--- config.mk ---
export PLATFORM = sky130hd
export DESIGN_NAME = midi_uart_tx_flat
export DESIGN_NICKNAME = d
export VERILOG_FILES = /design/src/rtl/midi_uart_tx_pkg.sv /design/src/rtl/midi_uart_tx_if.sv /design/src/rtl/midi_tx_fifo.sv /design/src/rtl/midi_uart_tx.sv /design/src/flat_wrapper.sv
export SDC_FILE = /design/constraint.sdc
export NUM_CORES = 1
export LEC_CHECK = 0
export BUFFER_PORTS_ARGS = -buffer_cell sky130_fd_sc_hd__buf_4
export CORE_ASPECT_RATIO = 0.9
export CORE_UTILIZATION = 50
export CTS_BUF_LIST = sky130_fd_sc_hd__clkbuf_8
export DETAILED_ROUTE_END_ITERATION = 10
export HOLD_SLACK_MARGIN = 0.03
export MAX_ROUTING_LAYER = met4
export PLACE_DENSITY = 0.7
export SLEW_MARGIN = 20
export SYNTH_ARGS = -nofsm -noshare
export SYNTH_HDL_FRONTEND = slang
export SYNTH_HIERARCHICAL = 1
export SYNTH_SLANG_ARGS = --single-unit
--- constraint.sdc ---
create_clock -name clk -period 2.6 [get_ports clk]
set_input_delay 0.39 -clock clk [delete_from_list [all_inputs] [get_ports clk]]
set_output_delay 0.39 -clock clk [all_outputs]
set_load 0.05 [all_outputs]
--- src/rtl/midi_uart_tx_pkg.sv ---
// Shared MIDI transmit constants and FSM state encoding.
// The future receiver reuses these definitions.
package midi_uart_tx_pkg;

    localparam int MIDI_CLK_HZ       = 8000000;
    localparam int MIDI_BAUD         = 31250;
    localparam int MIDI_CLKS_PER_BIT = MIDI_CLK_HZ / MIDI_BAUD;

    typedef enum logic [1:0] {
        ST_IDLE  = 2'd0,
        ST_START = 2'd1,
        ST_DATA  = 2'd2,
        ST_STOP  = 2'd3
    } tx_state_e;

endpackage

--- src/rtl/midi_uart_tx_if.sv ---
// Byte-stream valid/ready handshake into the MIDI transmitter.
interface midi_uart_tx_if;

    logic [7:0] tx_data;
    logic       tx_valid;
    logic       tx_ready;

    modport master (output tx_data, output tx_valid, input tx_ready);
    modport slave  (input tx_data, input tx_valid, output tx_ready);

endinterface

--- src/rtl/midi_tx_fifo.sv ---
// Show-ahead synchronous FIFO holding bytes awaiting serialization.
// The caller never writes when full nor reads when empty.
module midi_tx_fifo #(
    parameter int FIFO_AW = 2
) (
    input  logic               clk,
    input  logic               rst,
    input  logic               wr_en,
    input  logic [7:0]         din,
    input  logic               rd_en,
    output logic [7:0]         dout,
    output logic [FIFO_AW:0]   level
);

    localparam int DEPTH = 1 << FIFO_AW;

    logic [7:0]         mem_q [DEPTH];
    logic [FIFO_AW-1:0] wr_ptr_q, wr_ptr_d;
    logic [FIFO_AW-1:0] rd_ptr_q, rd_ptr_d;
    logic [FIFO_AW:0]   level_q, level_d;

    // Next pointer and occupancy values; pointers wrap naturally at DEPTH.
    always_comb begin
        wr_ptr_d = wr_ptr_q;
        rd_ptr_d = rd_ptr_q;
        level_d  = level_q;
        if (wr_en) begin
            wr_ptr_d = wr_ptr_q + {{(FIFO_AW-1){1'b0}}, 1'b1};
        end else begin
            wr_ptr_d = wr_ptr_q;
        end
        if (rd_en) begin
            rd_ptr_d = rd_ptr_q + {{(FIFO_AW-1){1'b0}}, 1'b1};
        end else begin
            rd_ptr_d = rd_ptr_q;
        end
        case ({wr_en, rd_en})
            2'b10:   level_d = level_q + {{FIFO_AW{1'b0}}, 1'b1};
            2'b01:   level_d = level_q - {{FIFO_AW{1'b0}}, 1'b1};
            default: level_d = level_q;
        endcase
    end

    // Pointer and level registers; reset flushes the FIFO.
    always_ff @(posedge clk) begin
        if (rst) begin
            wr_ptr_q <= '0;
            rd_ptr_q <= '0;
            level_q  <= '0;
        end else begin
            wr_ptr_q <= wr_ptr_d;
            rd_ptr_q <= rd_ptr_d;
            level_q  <= level_d;
        end
    end

    // Storage array; contents are don't-care until written.
    always_ff @(posedge clk) begin
        if (wr_en) begin
            mem_q[wr_ptr_q] <= din;
        end
    end

    assign dout  = mem_q[rd_ptr_q];
    assign level = level_q;

endmodule

--- src/rtl/midi_uart_tx.sv ---
// MIDI 8N1 serializer: FIFO-buffered bytes shifted out LSB first on midi_out.
// midi_out lags the FSM state by one register so every cell is exactly CLKS_PER_BIT long.
module midi_uart_tx
    import midi_uart_tx_pkg::*;
#(
    parameter int CLKS_PER_BIT = MIDI_CLKS_PER_BIT,
    parameter int FIFO_AW      = 2
) (
    input  logic                 clk,
    input  logic                 rst,
    midi_uart_tx_if.slave        tx_if,
    output logic                 midi_out,
    output logic                 busy,
    output logic [FIFO_AW:0]     fifo_level
);

    localparam int BAUD_W = $clog2(CLKS_PER_BIT);
    localparam int DEPTH  = 1 << FIFO_AW;

    tx_state_e         state_q, state_d;
    logic [BAUD_W-1:0] baud_q, baud_d;
    logic [2:0]        bit_q, bit_d;
    logic [7:0]        shift_q, shift_d;
    logic              midi_out_q, midi_out_d;

    logic              wr_en;
    logic              rd_en;
    logic [7:0]        fifo_dout;
    logic [FIFO_AW:0]  level;
    logic              baud_done;
    logic              fifo_nempty;

    // Ready depends only on the registered level: a same-cycle pop never frees a slot.
    assign tx_if.tx_ready = (level != (FIFO_AW+1)'(DEPTH));
    assign wr_en          = tx_if.tx_valid & tx_if.tx_ready;
    assign fifo_nempty    = (level != '0);
    assign baud_done      = (baud_q == BAUD_W'(CLKS_PER_BIT - 1));

    midi_tx_fifo #(.FIFO_AW(FIFO_AW)) u_fifo (
        .clk   (clk),
        .rst   (rst),
        .wr_en (wr_en),
        .din   (tx_if.tx_data),
        .rd_en (rd_en),
        .dout  (fifo_dout),
        .level (level)
    );

    // Frame sequencing: next state, counters, shift register and FIFO pop.
    always_comb begin
        state_d = state_q;
        baud_d  = baud_q;
        bit_d   = bit_q;
        shift_d = shift_q;
        rd_en   = 1'b0;
        case (state_q)
            ST_IDLE: begin
                baud_d = '0;
                if (fifo_nempty) begin
                    rd_en   = 1'b1;
                    shift_d = fifo_dout;
                    state_d = ST_START;
                end else begin
                    state_d = ST_IDLE;
                end
            end
            ST_START: begin
                if (baud_done) begin
                    baud_d  = '0;
                    bit_d   = 3'd0;
                    state_d = ST_DATA;
                end else begin
                    baud_d  = baud_q + BAUD_W'(1);
                end
            end
            ST_DATA: begin
                if (baud_done) begin
                    baud_d  = '0;
                    shift_d = {1'b0, shift_q[7:1]};
                    if (bit_q == 3'd7) begin
                        state_d = ST_STOP;
                    end else begin
                        bit_d = bit_q + 3'd1;
                    end
                end else begin
                    baud_d  = baud_q + BAUD_W'(1);
                end
            end
            ST_STOP: begin
                if (baud_done) begin
                    baud_d = '0;
                    // Chain straight into the next start bit when more bytes wait.
                    if (fifo_nempty) begin
                        rd_en   = 1'b1;
                        shift_d = fifo_dout;
                        state_d = ST_START;
                    end else begin
                        state_d = ST_IDLE;
                    end
                end else begin
                    baud_d = baud_q + BAUD_W'(1);
                end
            end
            default: begin
                baud_d  = '0;
                state_d = ST_IDLE;
            end
        endcase
    end

    // Line level for the cell currently being timed by the FSM.
    always_comb begin
        midi_out_d = 1'b1;
        case (state_q)
            ST_START: midi_out_d = 1'b0;
            ST_DATA:  midi_out_d = shift_q[0];
            default:  midi_out_d = 1'b1;
        endcase
    end

    // FSM and datapath registers; reset aborts any frame and parks the line high.
    always_ff @(posedge clk) begin
        if (rst) begin
            state_q    <= ST_IDLE;
            baud_q     <= '0;
            bit_q      <= 3'd0;
            shift_q    <= 8'd0;
            midi_out_q <= 1'b1;
        end else begin
            state_q    <= state_d;
            baud_q     <= baud_d;
            bit_q      <= bit_d;
            shift_q    <= shift_d;
            midi_out_q <= midi_out_d;
        end
    end

    assign midi_out   = midi_out_q;
    assign busy       = (state_q != ST_IDLE) | fifo_nempty;
    assign fifo_level = level;

endmodule
--- src/flat_wrapper.sv ---
// flat-port wrapper written by rule: the top's interface ports become plain ports
module midi_uart_tx_flat import midi_uart_tx_pkg::*;
#(
    parameter int CLKS_PER_BIT = MIDI_CLKS_PER_BIT,
    parameter int FIFO_AW      = 2
)
  (clk, rst, midi_out, busy, fifo_level, tx_if_tx_data, tx_if_tx_valid, tx_if_tx_ready);
  midi_uart_tx_if tx_if_i ();
  input  logic clk;
  input  logic rst;
  output logic midi_out;
  output logic busy;
  output logic [FIFO_AW:0] fifo_level;
  input wire logic [$bits(tx_if_i.tx_data)-1:0] tx_if_tx_data;
  input wire logic [$bits(tx_if_i.tx_valid)-1:0] tx_if_tx_valid;
  output wire logic [$bits(tx_if_i.tx_ready)-1:0] tx_if_tx_ready;
  assign tx_if_i.tx_data = tx_if_tx_data;
  assign tx_if_i.tx_valid = tx_if_tx_valid;
  assign tx_if_tx_ready = tx_if_i.tx_ready;
  midi_uart_tx #(.CLKS_PER_BIT(CLKS_PER_BIT), .FIFO_AW(FIFO_AW)) u_core (.clk(clk), .rst(rst), .tx_if(tx_if_i), .midi_out(midi_out), .busy(busy), .fifo_level(fifo_level));
endmodule
-- After elaboration in Yosys (flattened, before gate mapping)
Memories as Yosys holds them, arrays and structs flattened. A register that Yosys moved wholly into a read port is not among the register bits.
Index checks and enable logic that the tools add are counted.
- register bits after elaboration: 29
- bits in writable memories: 32
- input port bits: 11
- output and inout bits: 6
- word-level logic and storage cells: 65
- memories: 1
- add/sub/neg operators: 6
- equality and inequality tests: 13
- muxes and demuxes: 25
- bitwise gates (word level): 2
- reduce and logical (&&, ||, !) cells: 10
- memory list (name ; depth ; bits a word ; read ports ; clocked after Yosys merged registers in ; wr ports ; line ; source):
    u_core.u_fifo.mem_q ; 4 ; 8 ; 1 ; 1 ; 1 ; midi_tx_fifo.sv:17 ; logic [7:0] mem_q [DEPTH];
- operators with widths (operator ; number):
    8-bit 2-to-1 mux ; 4
    8-bit case mux with 3 select lines ; 1
    8-bit case mux with 2 select lines ; 1
    2-bit 2-to-1 mux ; 6
    3-bit case mux with 2 select lines ; 2
    3-bit 2-to-1 mux ; 3
    8-bit by 1-bit adder with 8-bit output (second input constant) ; 1
    8-bit equality test (second input constant) ; 1
    2-bit by 1-bit inequality test with 1-bit output (second input constant) ; 4
    2-bit case mux with 4 select lines ; 1
    4-bit AND reduction ; 2
    3-bit by 1-bit adder with 3-bit output (second input constant) ; 2
    2-bit equality test (second input constant) ; 3
    2-bit nonzero test ; 3
    3-bit nonzero test ; 2
    1-bit 2-to-1 mux ; 5
    2-bit by 1-bit adder with 2-bit output (second input constant) ; 2
    2-bit by 1-bit equality test with 1-bit output (second input constant) ; 2
    1-bit case mux with 2 select lines ; 2
    3-bit equality test (second input constant) ; 1
    3-bit inequality test (second input constant) ; 1
    3-bit AND reduction ; 1
    3-bit OR reduction ; 1
    3-bit by 1-bit subtractor with 3-bit output (second input constant) ; 1
    4 further kinds ; 4

-- Depth between registers and ports, before layout
Gate-level depths: netlist of the first run.
- depth after elaboration: 6
- gate-level depth with buffers: 11
- gate-level depth less buffers: 11

-- Modules after synthesis
Netlist of the first run, hierarchy kept.
- by module, submodules not included (module ; times used ; cells an instance ; area each (um2)):
    midi_tx_fifo ; 1 ; 87 ; 1580.3
    midi_uart_tx ; 1 ; 128 ; 1214.9

-- Worst setup path after synthesis of the first run
Ideal clock, no wire load.
- path kind: register -> register
- from: reg u_core.u_fifo.level_q[2], in the netlist u_core/u_fifo/level[2]
- to: reg u_core.u_fifo.level_q[2], in the netlist u_core/u_fifo/level[2]
- setup time: 0.070 ns
- data arrival time: 2.731 ns
- data required time: 2.530 ns
- slack: -0.201 ns
- cell stages (with the launch flop): 10
- cell sequence: dfxtp_1 -> nand2_1 -> and2_1 -> inv_1 -> ha_1 -> inv_1 -> fa_1 -> xor2_1 -> or3_1 -> a21oi_1
- elaborated cells between the ends (all ways): 12
- those cells by class: add/sub: 2; eq/ne: 3; mux: 4; bitwise: 1; reduce/logical: 2
- RTL lines (item ; line ; source):
    start, declared ; midi_tx_fifo.sv:20 ; logic [FIFO_AW:0] level_q, level_d;
    start signal, assigned ; midi_tx_fifo.sv:53 ; level_q <= level_d;
    3-bit inequality test (*) ; midi_uart_tx.sv:34 ; assign tx_if.tx_ready = (level != (FIFO_AW+1)'(DEPTH));
    named net tx_if_tx_ready ; flat_wrapper.sv:16 ; output wire logic [$bits(tx_if_i.tx_ready)-1:0] tx_if_tx_ready;
    1-bit bitwise AND (*) ; midi_uart_tx.sv:35 ; assign wr_en = tx_if.tx_valid & tx_if.tx_ready;
    named net u_core.wr_en ; midi_uart_tx.sv:26 ; logic wr_en;
    2-bit by 1-bit equality test with 1-bit output or 2-bit equality test (tied branches) ; midi_tx_fifo.sv:37 ; case ({wr_en, rd_en})
    3-bit case mux with 2 select lines or 2-bit nonzero test (tied branches) ; -- ;
The timed path passes the listed nets; every way through them passes the cells marked *.
A chain may end at the register's enable or synchronous reset.

-- Worst setup path in the final report of the first run
- from: reg u_core.baud_q[0]
- to: reg u_core.u_fifo.level_q[2], in the netlist u_core/u_fifo/level[2]
- word-level cells in the longest chain between the ends: 5
- elaborated cells between the ends (all ways): 7
- those cells by class: eq/ne: 3; mux: 3; reduce/logical: 1
- ends and longest elaborated chain (item ; line ; source):
    start, declared ; midi_uart_tx.sv:21 ; logic [BAUD_W-1:0] baud_q, baud_d;
    start signal, assigned ; midi_uart_tx.sv:131 ; baud_q <= baud_d;
    8-bit equality test (*) ; midi_uart_tx.sv:37 ; assign baud_done = (baud_q == BAUD_W'(CLKS_PER_BIT - 1));
    1-bit 2-to-1 mux (*) ; midi_uart_tx.sv:90 ; if (baud_done) begin
    1-bit case mux with 2 select lines (*) ; midi_uart_tx.sv:56 ; case (state_q)
    named net u_core.rd_en ; midi_uart_tx.sv:27 ; logic rd_en;
    2-bit by 1-bit equality test with 1-bit output or 2-bit equality test (tied branches) ; midi_tx_fifo.sv:37 ;
    3-bit case mux with 2 select lines or 2-bit nonzero test (tied branches) ; -- ;
Marks and branches as above.

==> results.py, run 1 <==
metrics = {
    "outcome": {
        "outcome": "completed",
    },
    "worst_setup_path": {
        "crit_type": "reg2reg",
        "cp.required_ns": 2.87,
        "ff2ff_path_depth": 11,
        "path_max_fanout": 5,
        "worst_r2r_endpoint": "u_core/u_fifo/level[2]$_SDFFE_PP0P_",
        "worstPathArrival_ns": 2.71,
        "start_kind": "flop",
        "regToRegSetupSlack_ns": 0.16,
        "end_kind": "flop",
        "regToRegStartpoint": "u_core/baud_q[0]$_SDFF_PP0_",
    },
    "logic_synthesis": {
        "synth-seq-cells": 63,
        "synth_flop_cell": "edfxtp_1",
        "netlist_area_um2": 2800,
        "yosysWarningCount": 6,
        "yosysSeqAreaShare_pct": 56.6,
        "synth_largest_area_cell": "edfxtp_1",
        "synth_top_area_share_pct": 34.4,
        "syn-num-nets": 241,
        "syn_inst": 215,
        "synth_edf_count": 32,
        "synth_cell_types": 39,
        "netlist_top_cells_area": "edfxtp_1 (34%), dfxtp_1 (22%), mux4_2 (6.4%)",
        "avgSynthCellArea_um2": 13.0,
        "synth_async_sr_flop_share_pct": 0,
    },
    "routing": {
        "firstDrtPassIters": 4,
        "wire_per_inst_um": 15.3,
        "wirelength_um": 4700,
        "vias": 1678,
        "vias_per_cell": 5.45,
        "initialDrtViolationCount": 85,
        "antenna_left": 0,
        "drc": 0,
    },
    "clock_network": {
        "numCtsBuffers": 9,
        "clkLatencyLatePin_ns": 0.34,
        "clkTransAtPathRegs_ns": 0.07,
        "cts_buffer_depth": 2,
        "cts_sinks": 63,
        "cts_tree": "yes",
        "cts_root_buffer": "clkbuf_8",
        "htreeDepth": 3,
        "cts_hold_buf": 0,
    },
    "power_and_ir_drop": {
        "p_leak_uw": 0.00116,
        "total_power_uw": 3420,
        "power.density_nw_per_um2": 1070,
        "switching_power_uw": 1170,
        "p_seq_share_pct": 39.2,
        "power_frac_comb_pct": 34.5,
        "clock_power_share_pct": 26.3,
        "intPower_uw": 2250,
        "vdd_drop_max_uv": 519,
        "swShare_pct": 34.2,
    },
    "sta": {
        "fin_crit_sh_pct": 93.7,
        "setup_viol_count_final": 0,
        "tightest_slew_ns": 0.694,
        "finalCriticalPeriod_ns": 2.44,
        "skew_ns": 0.00762,
        "relSlewSlack_pct": 53.7,
        "fmax_mhz": 410,
        "final-hold-violation-count": 0,
        "slew_violations": 0,
    },
    "die": {
        "num_rows": 25,
        "die_y_um": 72.9,
        "initial_core_util_pct": 52.6,
        "dieArea_um2": 5890,
        "core_area_um2": 5320,
        "chipWidth_um": 80.8,
        "io_pins": 17,
    },
    "place": {
        "portBuffers": 16,
        "dp_hpwl_um": 3170,
        "routabilityCongestion": 0.717,
    },
    "worst_hold_path": {
        "hold_depth": 1,
        "hp-start": "tx_if_tx_data[4]",
        "worst_hold_path.endpoint": "u_core/u_fifo/mem_q[1][4]$_DFFE_PP_",
        "hp-class": "in2reg",
    },
    "global_routing": {
        "grt_max_degree": 29,
        "grt_first_pass_wirelength_um": 7730,
        "grt_usage_pct": 19.0,
        "grt_pass1_vias": 1624,
        "antenna_found_initial": 0,
        "grt_remaining_overflow": 0,
    },
    "finish": {
        "mostFrequentLayoutCell": "edfxtp_1",
        "fill_cells": 428,
        "nets": 262,
        "antenna_cells": 0,
        "synthToLayoutAreaGrowth_pct": 14.8,
        "layout_common_cells": "edfxtp_1 (32), dfxtp_1 (27), buf_4 (20), nor2_1 (15), a21oi_1 (14)",
        "final_core_util_pct": 60.3,
        "drive_above_1_share_pct": 24.5,
    },
    "run": {
        "drv_cap": 0,
    },
}
==> registers in the layout (all words and copies together), names as in the netlist, named ones only <==
signal and flops:
u_core/u_fifo/mem_q 32, u_core/baud_q 8, u_core/shift_q 8, u_core/bit_q 3
u_core/u_fifo/level 3, u_core/state_q 2, u_core/u_fifo/rd_ptr_q 2, u_core/u_fifo/wr_ptr_q 2
u_core/midi_out 1
==> through the flow <==
stage | setup WS, ns | std cells | setup TNS [ns] | hold slack (ns) | instance area, µm²
after floorplan | 0.0635 | 215 | 0 | 0.433 | 2800
after detailed placement | 0.0351 | 292 | 0 | 0.470 | 2970
after global routing | -0.0191 | 308 | -0.0191 | 0.228 | 3210
final | 0.163 | 308 | 0 | 0.250 | 3210
after global placement | 0.0940 | 292 | 0 | 0.455 | 2970
after CTS | 0.0708 | 308 | 0 | 0.235 | 3180
==> cells by family after synthesis <==
logic type               count (synthesis)  share of synthesized area [%]
AO/OA/AOI/OAI                           36                           9.62
XOR/XNOR                                 9                           2.82
adder cells (fa/ha/maj)                 15                           6.98
buffers and inverters                   19                           3.58
flip-flops                              63                           56.6
multiplexers                            17                           9.67
AND/OR/NAND/NOR                         56                           10.7
==> area by class of cell <==
type	count	area, µm²	share of cell area [%]
clock buffer	9	124	3.86
clock inverter	7	88.8	2.77
inverter	9	33.8	1.05
multi-input combinational	133	1140	35.5
sequential	63	1590	49.5
tap	67	83.8	2.61
timing repair buffer	20	150	4.68
==> synthesized netlist by cell type, drive strengths merged, types with 2 or more instances <==
cell,n
o21ai,5
and2,5
and4,2
ha,14
and3,4
xor2,5
nand3,4
dfxtp,31
xnor2,4
a311oi,7
clkbuf,5
a31oi,2
nor2,16
nand2b,8
a41o,2
mux4,8
nand2,6
inv,9
a21oi,16
buf,5
edfxtp,32
nor3,6
mux2i,9
==> worst max path at each step <==
stage	from	endpoint	cells after the start
2_1_floorplan	u_core/baud_q[0]$_SDFF_PP0_	u_core/u_fifo/level[2]$_SDFFE_PP0P_	11
3_3_place_gp	u_core/baud_q[0]$_SDFF_PP0_	u_core/u_fifo/level[2]$_SDFFE_PP0P_	11
3_5_place_dp	u_core/baud_q[0]$_SDFF_PP0_	u_core/u_fifo/level[2]$_SDFFE_PP0P_	11
4_1_cts	u_core/baud_q[0]$_SDFF_PP0_	u_core/u_fifo/level[2]$_SDFFE_PP0P_	11
5_1_grt	u_core/baud_q[0]$_SDFF_PP0_	u_core/u_fifo/level[2]$_SDFFE_PP0P_	11
6_report	u_core/baud_q[0]$_SDFF_PP0_	u_core/u_fifo/level[2]$_SDFFE_PP0P_	11
==> power by group through the flow <==
stage | Combinational [µW] | Sequential [µW] | Clock [µW]
after floorplan | 928 | 1360 | 0
after global placement | 1130 | 1350 | 0
after detailed placement | 1160 | 1360 | 0
after CTS | 1170 | 1330 | 917
after global routing | 1300 | 1360 | 967
final | 1180 | 1340 | 899
==> worst max-delay path, cell delays in order, from the launching register on <==
cell and delay [ns]:
dfxtp_4 0.38, ha_4 0.16, nand3_2 0.08, nor2_2 0.13, a21oi_1 0.09, nor3_2 0.24, ha_2 0.23, inv_1 0.06
fa_1 0.37, xor2_1 0.17, or3_1 0.31, a21oi_1 0.13
==> timing repair <==
| item | 4_1_cts | 5_1_grt |
|---|---|---|
| setup endpoints to repair | 1 | 1 |
| pin swaps | 0 | 2 |
| gates resized for setup | 1 | 8 |
| setup buffers | 0 | 0 |
==> metal layers <==
layer	global-route usage, %	up-vias	wire, µm
met2	27.9	26	2260
met3	7.88	4	194
li1	-	837	-
met5	-	-	0
met1	23.5	811	2210
met4	7.14	0	42
Note: power is estimated with default switching activity, not from simulation.
==> run 2: changes to the inputs <==
--- a/config.mk
+++ b/config.mk
@@ -13,6 +13,7 @@
 export HOLD_SLACK_MARGIN = 0.03
 export MAX_ROUTING_LAYER = met4
 export PLACE_DENSITY = 0.7
+export SETUP_SLACK_MARGIN = 0.5
 export SLEW_MARGIN = 20
 export SYNTH_ARGS = -nofsm -noshare
 export SYNTH_HDL_FRONTEND = slang
==> run 2 against run 1 <==
Sequential cell count is the same; clock power grew 2.7%; hold slack lost 0.0055 ns; via count grew 0.54%; routed wire length shrank 0.13%; design area grew 4.9%; utilization grew 2.9 points; final cell count grew 1.6%; critical path type unchanged; critical endpoint unchanged; largest power group unchanged.
==> results.py, run 2 (synthesized netlist as in run 1, its figures left out) <==
metrics = {
    "routing": {
        "antenna_left": 0,
        "vias": 1687,
        "wirelength_um": 4700,
        "wire_per_inst_um": 15.0,
        "initialDrtViolationCount": 81,
        "drc": 0,
        "firstDrtPassIters": 4,
        "vias_per_cell": 5.39,
    },
    "power_and_ir_drop": {
        "p_leak_uw": 0.00121,
        "power.density_nw_per_um2": 1070,
        "vdd_drop_max_uv": 639,
    },
    "worst_setup_path": {
        "worstPathArrival_ns": 2.54,
        "cp.required_ns": 2.87,
        "end_kind": "flop",
        "regToRegSetupSlack_ns": 0.33,
        "path_max_fanout": 4,
        "start_kind": "flop",
        "crit_type": "reg2reg",
    },
    "finish": {
        "largest_register_ffs": 32,
        "layout_common_cells": "edfxtp_1 (32), buf_4 (24), dfxtp_1 (20), nor2_1 (14), a21oi_1 (12)",
        "fill_cells": 393,
        "regMostFlops": "u_core/u_fifo/mem_q",
        "synthToLayoutAreaGrowth_pct": 20.4,
        "multi_input_area_um2": 1220,
        "nets": 267,
        "drive_above_1_share_pct": 32.9,
        "antenna_cells": 0,
        "seq_area_um2": 1610,
        "mostFrequentLayoutCell": "edfxtp_1",
        "top_regs": "u_core/u_fifo/mem_q: 32 flops, u_core/baud_q: 8 flops, u_core/shift_q: 8 flops",
        "fin_cells": 313,
    },
    "global_routing": {
        "grt_remaining_overflow": 0,
        "grt_usage_pct": 19.4,
        "grt_pass1_vias": 1669,
        "antenna_found_initial": 0,
        "grt_first_pass_wirelength_um": 7990,
        "grt_max_degree": 29,
    },
    "sta": {
        "slew_violations": 0,
        "relSlewSlack_pct": 62.7,
        "final-hold-violation-count": 0,
        "timing.final.ws_setup_ns": 0.326,
        "skew_ns": 0.00647,
        "finalCriticalPeriod_ns": 2.27,
        "fin_crit_sh_pct": 87.5,
        "setup_tns_ns": 0,
        "grt_setup_unrepaired": "yes",
        "fmax_mhz": 440,
        "tightest_slew_ns": 0.558,
        "setup_viol_count_final": 0,
    },
    "place": {
        "routabilityCongestion": 0.785,
        "dp_hpwl_um": 3070,
        "portBuffers": 16,
        "pre_cts_slack_ns": 0.219,
        "place_inst": 289,
    },
    "die": {
        "core_area_um2": 5320,
        "chipWidth_um": 80.8,
        "dieArea_um2": 5890,
        "initial_core_util_pct": 52.6,
        "io_pins": 17,
        "die_y_um": 72.9,
        "num_rows": 25,
    },
    "run": {
        "drv_cap": 0,
    },
    "clock_network": {
        "cts_root_buffer": "clkbuf_8",
        "numCtsBuffers": 9,
        "htreeDepth": 3,
        "cts_buffer_depth": 2,
        "cts_sinks": 63,
        "cts_hold_buf": 0,
        "clkTransAtPathRegs_ns": 0.07,
        "cts_tree": "yes",
        "clkLatencyLatePin_ns": 0.34,
    },
    "outcome": {
        "outcome": "completed",
    },
    "worst_hold_path": {
        "hp-class": "in2reg",
    },
}
-- run 2: cell types whose count changed in the layout (fill, tap and decap cells not counted), moves of 2 or more --
cell and change:
ha_4 +2, dfxtp_4 +3, ha_1 -2, dfxtp_1 -7
a21oi_1 -2, dfxtp_2 +4, inv_1 -3, inv_2 +2
buf_4 +4
-- run 2: repair_timing --
action                                  CTS  global route
gates resized for setup                  10             7
endpoints found under the hold margin     0             0
buffers inserted                          5             3
pin swaps                                 4             3
endpoints found under the setup margin   10            12
-- run 2: final cells by class --
| class | instances | share of cell area [%] |
|---|---|---|
| Timing Repair Buffer | 25 | 5.95 |
| Tap cell | 67 | 2.49 |
| Sequential cell | 63 | 47.7 |
| Inverter | 9 | 1.00 |
| Clock inverter | 7 | 2.86 |
| Clock buffer | 9 | 3.68 |
| Multi-Input combinational cell | 133 | 36.3 |
-- run 2: final timing paths --
check                                              to  cells past startpoint                      startpoint
hold / removal    u_core/u_fifo/mem_q[3][7]$_DFFE_PP_                      1                tx_if_tx_data[7]
setup / recovery  u_core/u_fifo/level[2]$_SDFFE_PP0P_                      9  u_core/state_q[1]$_SDFFE_PP0P_
setup reg to reg  u_core/u_fifo/level[2]$_SDFFE_PP0P_                      9  u_core/state_q[1]$_SDFFE_PP0P_
hold reg to reg          u_core/bit_q[1]$_SDFFE_PP0P_                      2    u_core/bit_q[1]$_SDFFE_PP0P_
-- run 2: where the power goes --
group          internal [µW]  total (µW)  switching [µW]
Sequential              1210        1350             137
Clock                    540         923             383
Combinational            608        1320             712
Total                   2360        3590            1230
-- run 2: metrics by stage --
step	power, µW	instance area, µm²	hold slack, ns	util, %
floorplan	2340	2880	0.432	-
global placement	2530	3020	0.445	56.8
detailed placement	2540	3020	0.455	56.8
CTS	3530	3300	0.227	62.1
global route	3820	3360	0.227	63.3
finish	3590	3360	0.245	63.3
-- run 2: critical path: stages (launching register included) --
cell and delay, ns:
dfxtp_1 0.44, inv_2 0.11, ha_4 0.25, nor3_4 0.20, ha_2 0.22, inv_2 0.04
fa_2 0.32, xor2_1 0.17, or3_1 0.33, a21oi_2 0.13
-- run 2: layer usage --
metal,wire length (µm),track usage [%]
met5,0,-
met1,2270,24.7
met2,2260,27.9
met4,38,8.93
met3,130,6.38
==> run 3: changes to the inputs <==
--- a/config.mk
+++ b/config.mk
@@ -7,12 +7,13 @@
 export LEC_CHECK = 0
 export BUFFER_PORTS_ARGS = -buffer_cell sky130_fd_sc_hd__buf_4
 export CORE_ASPECT_RATIO = 0.9
-export CORE_UTILIZATION = 50
+export CORE_MARGIN = 4
+export CORE_UTILIZATION = 52
 export CTS_BUF_LIST = sky130_fd_sc_hd__clkbuf_8
 export DETAILED_ROUTE_END_ITERATION = 10
 export HOLD_SLACK_MARGIN = 0.03
 export MAX_ROUTING_LAYER = met4
-export PLACE_DENSITY = 0.7
+export PLACE_DENSITY = 0.73
 export SETUP_SLACK_MARGIN = 0.5
 export SLEW_MARGIN = 20
 export SYNTH_ARGS = -nofsm -noshare
==> run 3 against run 2 <==
Critical path depth is 2 higher; hold slack better by 0.012 ns; clock-buffer cell count stayed put; clock skew is 0.00099 ns lower; non-clock buffer count is 2 higher; design area is 1.8% lower; critical path type unchanged; critical endpoint unchanged; highest routed layer unchanged.
==> results.py, run 3 (synthesized netlist as in run 1, its figures left out) <==
metrics = {
    "global_routing": {
        "use_met2_pct": 24.1,
        "grt_first_pass_wirelength_um": 8180,
        "grt_remaining_overflow": 0,
        "grt_max_degree": 29,
        "antenna_found_initial": 0,
        "grt_util_met1_pct": 21.3,
        "top_usage_layer": "met2",
        "grt_usage_pct": 16.3,
        "grt_use_met3_pct": 5.41,
        "grt_pass1_vias": 1671,
    },
    "place": {
        "routabilityCongestion": 0.756,
        "dp_hpwl_um": 3200,
        "place_inst": 290,
        "portBuffers": 16,
    },
    "routing": {
        "vias_per_cell": 5.44,
        "firstDrtPassIters": 4,
        "antenna_left": 0,
        "vias": 1713,
        "drc": 0,
        "wire_per_inst_um": 15.2,
        "wirelength_um": 4800,
        "initialDrtViolationCount": 114,
    },
    "worst_setup_path": {
        "critPathTopFamily": "adder cells",
        "cp.required_ns": 2.86,
        "start_kind": "flop",
        "worstPathCellList": "ha_4 > nand3_4 > nor2_4 > a21oi_2 > nor3_4 > ha_2 > inv_2 > fa_2 > xor2_1 > or3_1 > a21oi_1",
        "crit_slowest_cell": "dfxtp_4",
        "end_kind": "flop",
        "path_buf_inv": 1,
        "cpPeakStageDelay_ns": 0.37,
        "crit_type": "reg2reg",
        "worstPathArrival_ns": 2.47,
        "path_max_fanout": 2,
    },
    "clock_network": {
        "cts_buffer_depth": 2,
        "htreeDepth": 3,
        "cts_sinks": 63,
        "cts_tree": "yes",
        "clkTransAtPathRegs_ns": 0.08,
        "cts_root_buffer": "clkbuf_8",
        "numCtsBuffers": 9,
        "clkLatencyLatePin_ns": 0.33,
    },
    "finish": {
        "largest_register_ffs": 32,
        "fin_cells": 315,
        "drive_above_1_share_pct": 33.5,
        "nets": 269,
        "fill_cells": 378,
        "top_regs": "u_core/u_fifo/mem_q: 32 flops, u_core/baud_q: 8 flops, u_core/shift_q: 8 flops",
        "mostFrequentLayoutCell": "edfxtp_1",
        "antenna_cells": 0,
        "layout_common_cells": "edfxtp_1 (32), buf_4 (27), dfxtp_1 (20), nor2_1 (14), a21oi_1 (13)",
        "regMostFlops": "u_core/u_fifo/mem_q",
        "synthToLayoutAreaGrowth_pct": 18.2,
    },
    "die": {
        "core_area_um2": 5220,
        "die_y_um": 77.6,
        "io_pins": 17,
        "chipWidth_um": 85.3,
        "dieArea_um2": 6610,
        "initial_core_util_pct": 53.5,
        "num_rows": 25,
    },
    "run": {
        "drv_cap": 0,
    },
    "sta": {
        "relSlewSlack_pct": 59.6,
        "grt_setup_unrepaired": "yes",
        "finalCriticalPeriod_ns": 2.21,
        "slew_violations": 0,
        "final-hold-violation-count": 0,
        "setup_tns_ns": 0,
        "skew_ns": 0.00548,
        "tightest_slew_ns": 0.602,
        "fin_crit_sh_pct": 85.1,
        "setup_viol_count_final": 0,
        "fmax_mhz": 452,
    },
    "power_and_ir_drop": {
        "power.density_nw_per_um2": 1030,
        "p_leak_uw": 0.00120,
        "vdd_drop_max_uv": 524,
    },
    "worst_hold_path": {
        "hp-class": "in2reg",
    },
    "outcome": {
        "outcome": "completed",
    },
}
-- run 3: stage by stage --
step	power (µW)	setup slack, ns	utilization [%]	area, µm²	hold slack, ns
floorplan	2340	0.365	-	2880	0.432
global placement	2550	0.277	58.0	3030	0.446
detailed placement	2570	0.221	58.0	3030	0.453
CTS	3380	0.351	62.4	3260	0.238
global route	3620	0.320	63.2	3300	0.235
finish	3390	0.388	63.2	3300	0.257
-- run 3: worst paths after layout --
path                                                            end                         start  slack (ns)  cells past startpoint
worst min register to register         u_core/bit_q[1]$_SDFFE_PP0P_  u_core/bit_q[1]$_SDFFE_PP0P_        0.47                      2
worst max-delay path            u_core/u_fifo/level[2]$_SDFFE_PP0P_   u_core/baud_q[0]$_SDFF_PP0_        0.39                     11
worst min-delay path            u_core/u_fifo/mem_q[1][4]$_DFFE_PP_              tx_if_tx_data[4]        0.26                      1
worst max register to register  u_core/u_fifo/level[2]$_SDFFE_PP0P_   u_core/baud_q[0]$_SDFF_PP0_        0.39                     11
-- run 3: timing repair --
item,in CTS,in global routing
setup endpoints to repair,2,5
resized for setup,9,6
buffers inserted,5,4
hold endpoints to repair,0,0
hold buffers,0,0
pin swaps,4,4
-- run 3: report_power, final --
part | total (µW) | internal [µW] | switching (µW)
Combinational | 1280 | 575 | 710
Sequential | 1340 | 1210 | 127
Clock | 764 | 357 | 407
Total | 3390 | 2140 | 1240
-- run 3: layout make-up --
type	count	area, µm²	area share, %
Clock inverter	7	56.3	1.70
Tap cell	67	83.8	2.54
Multi-Input combinational cell	133	1190	36.2
Timing Repair Buffer	27	203	6.14
Clock buffer	9	124	3.75
Inverter	9	33.8	1.02
Sequential cell	63	1610	48.7
-- run 3: layer usage --
metal | share of wire [%] | routed length, µm
met1 | 47 | 2270
met4 | 1.2 | 56
met3 | 3.7 | 177
met5 | 0 | 0
met2 | 48 | 2300
-- run 3: worst reg2reg max path: stages (launching register included) --
cell	delay (ns)
dfxtp_4	0.37
ha_4	0.14
nand3_4	0.07
nor2_4	0.11
a21oi_2	0.08
nor3_4	0.20
ha_2	0.21
inv_2	0.04
fa_2	0.33
xor2_1	0.17
or3_1	0.30
a21oi_1	0.12
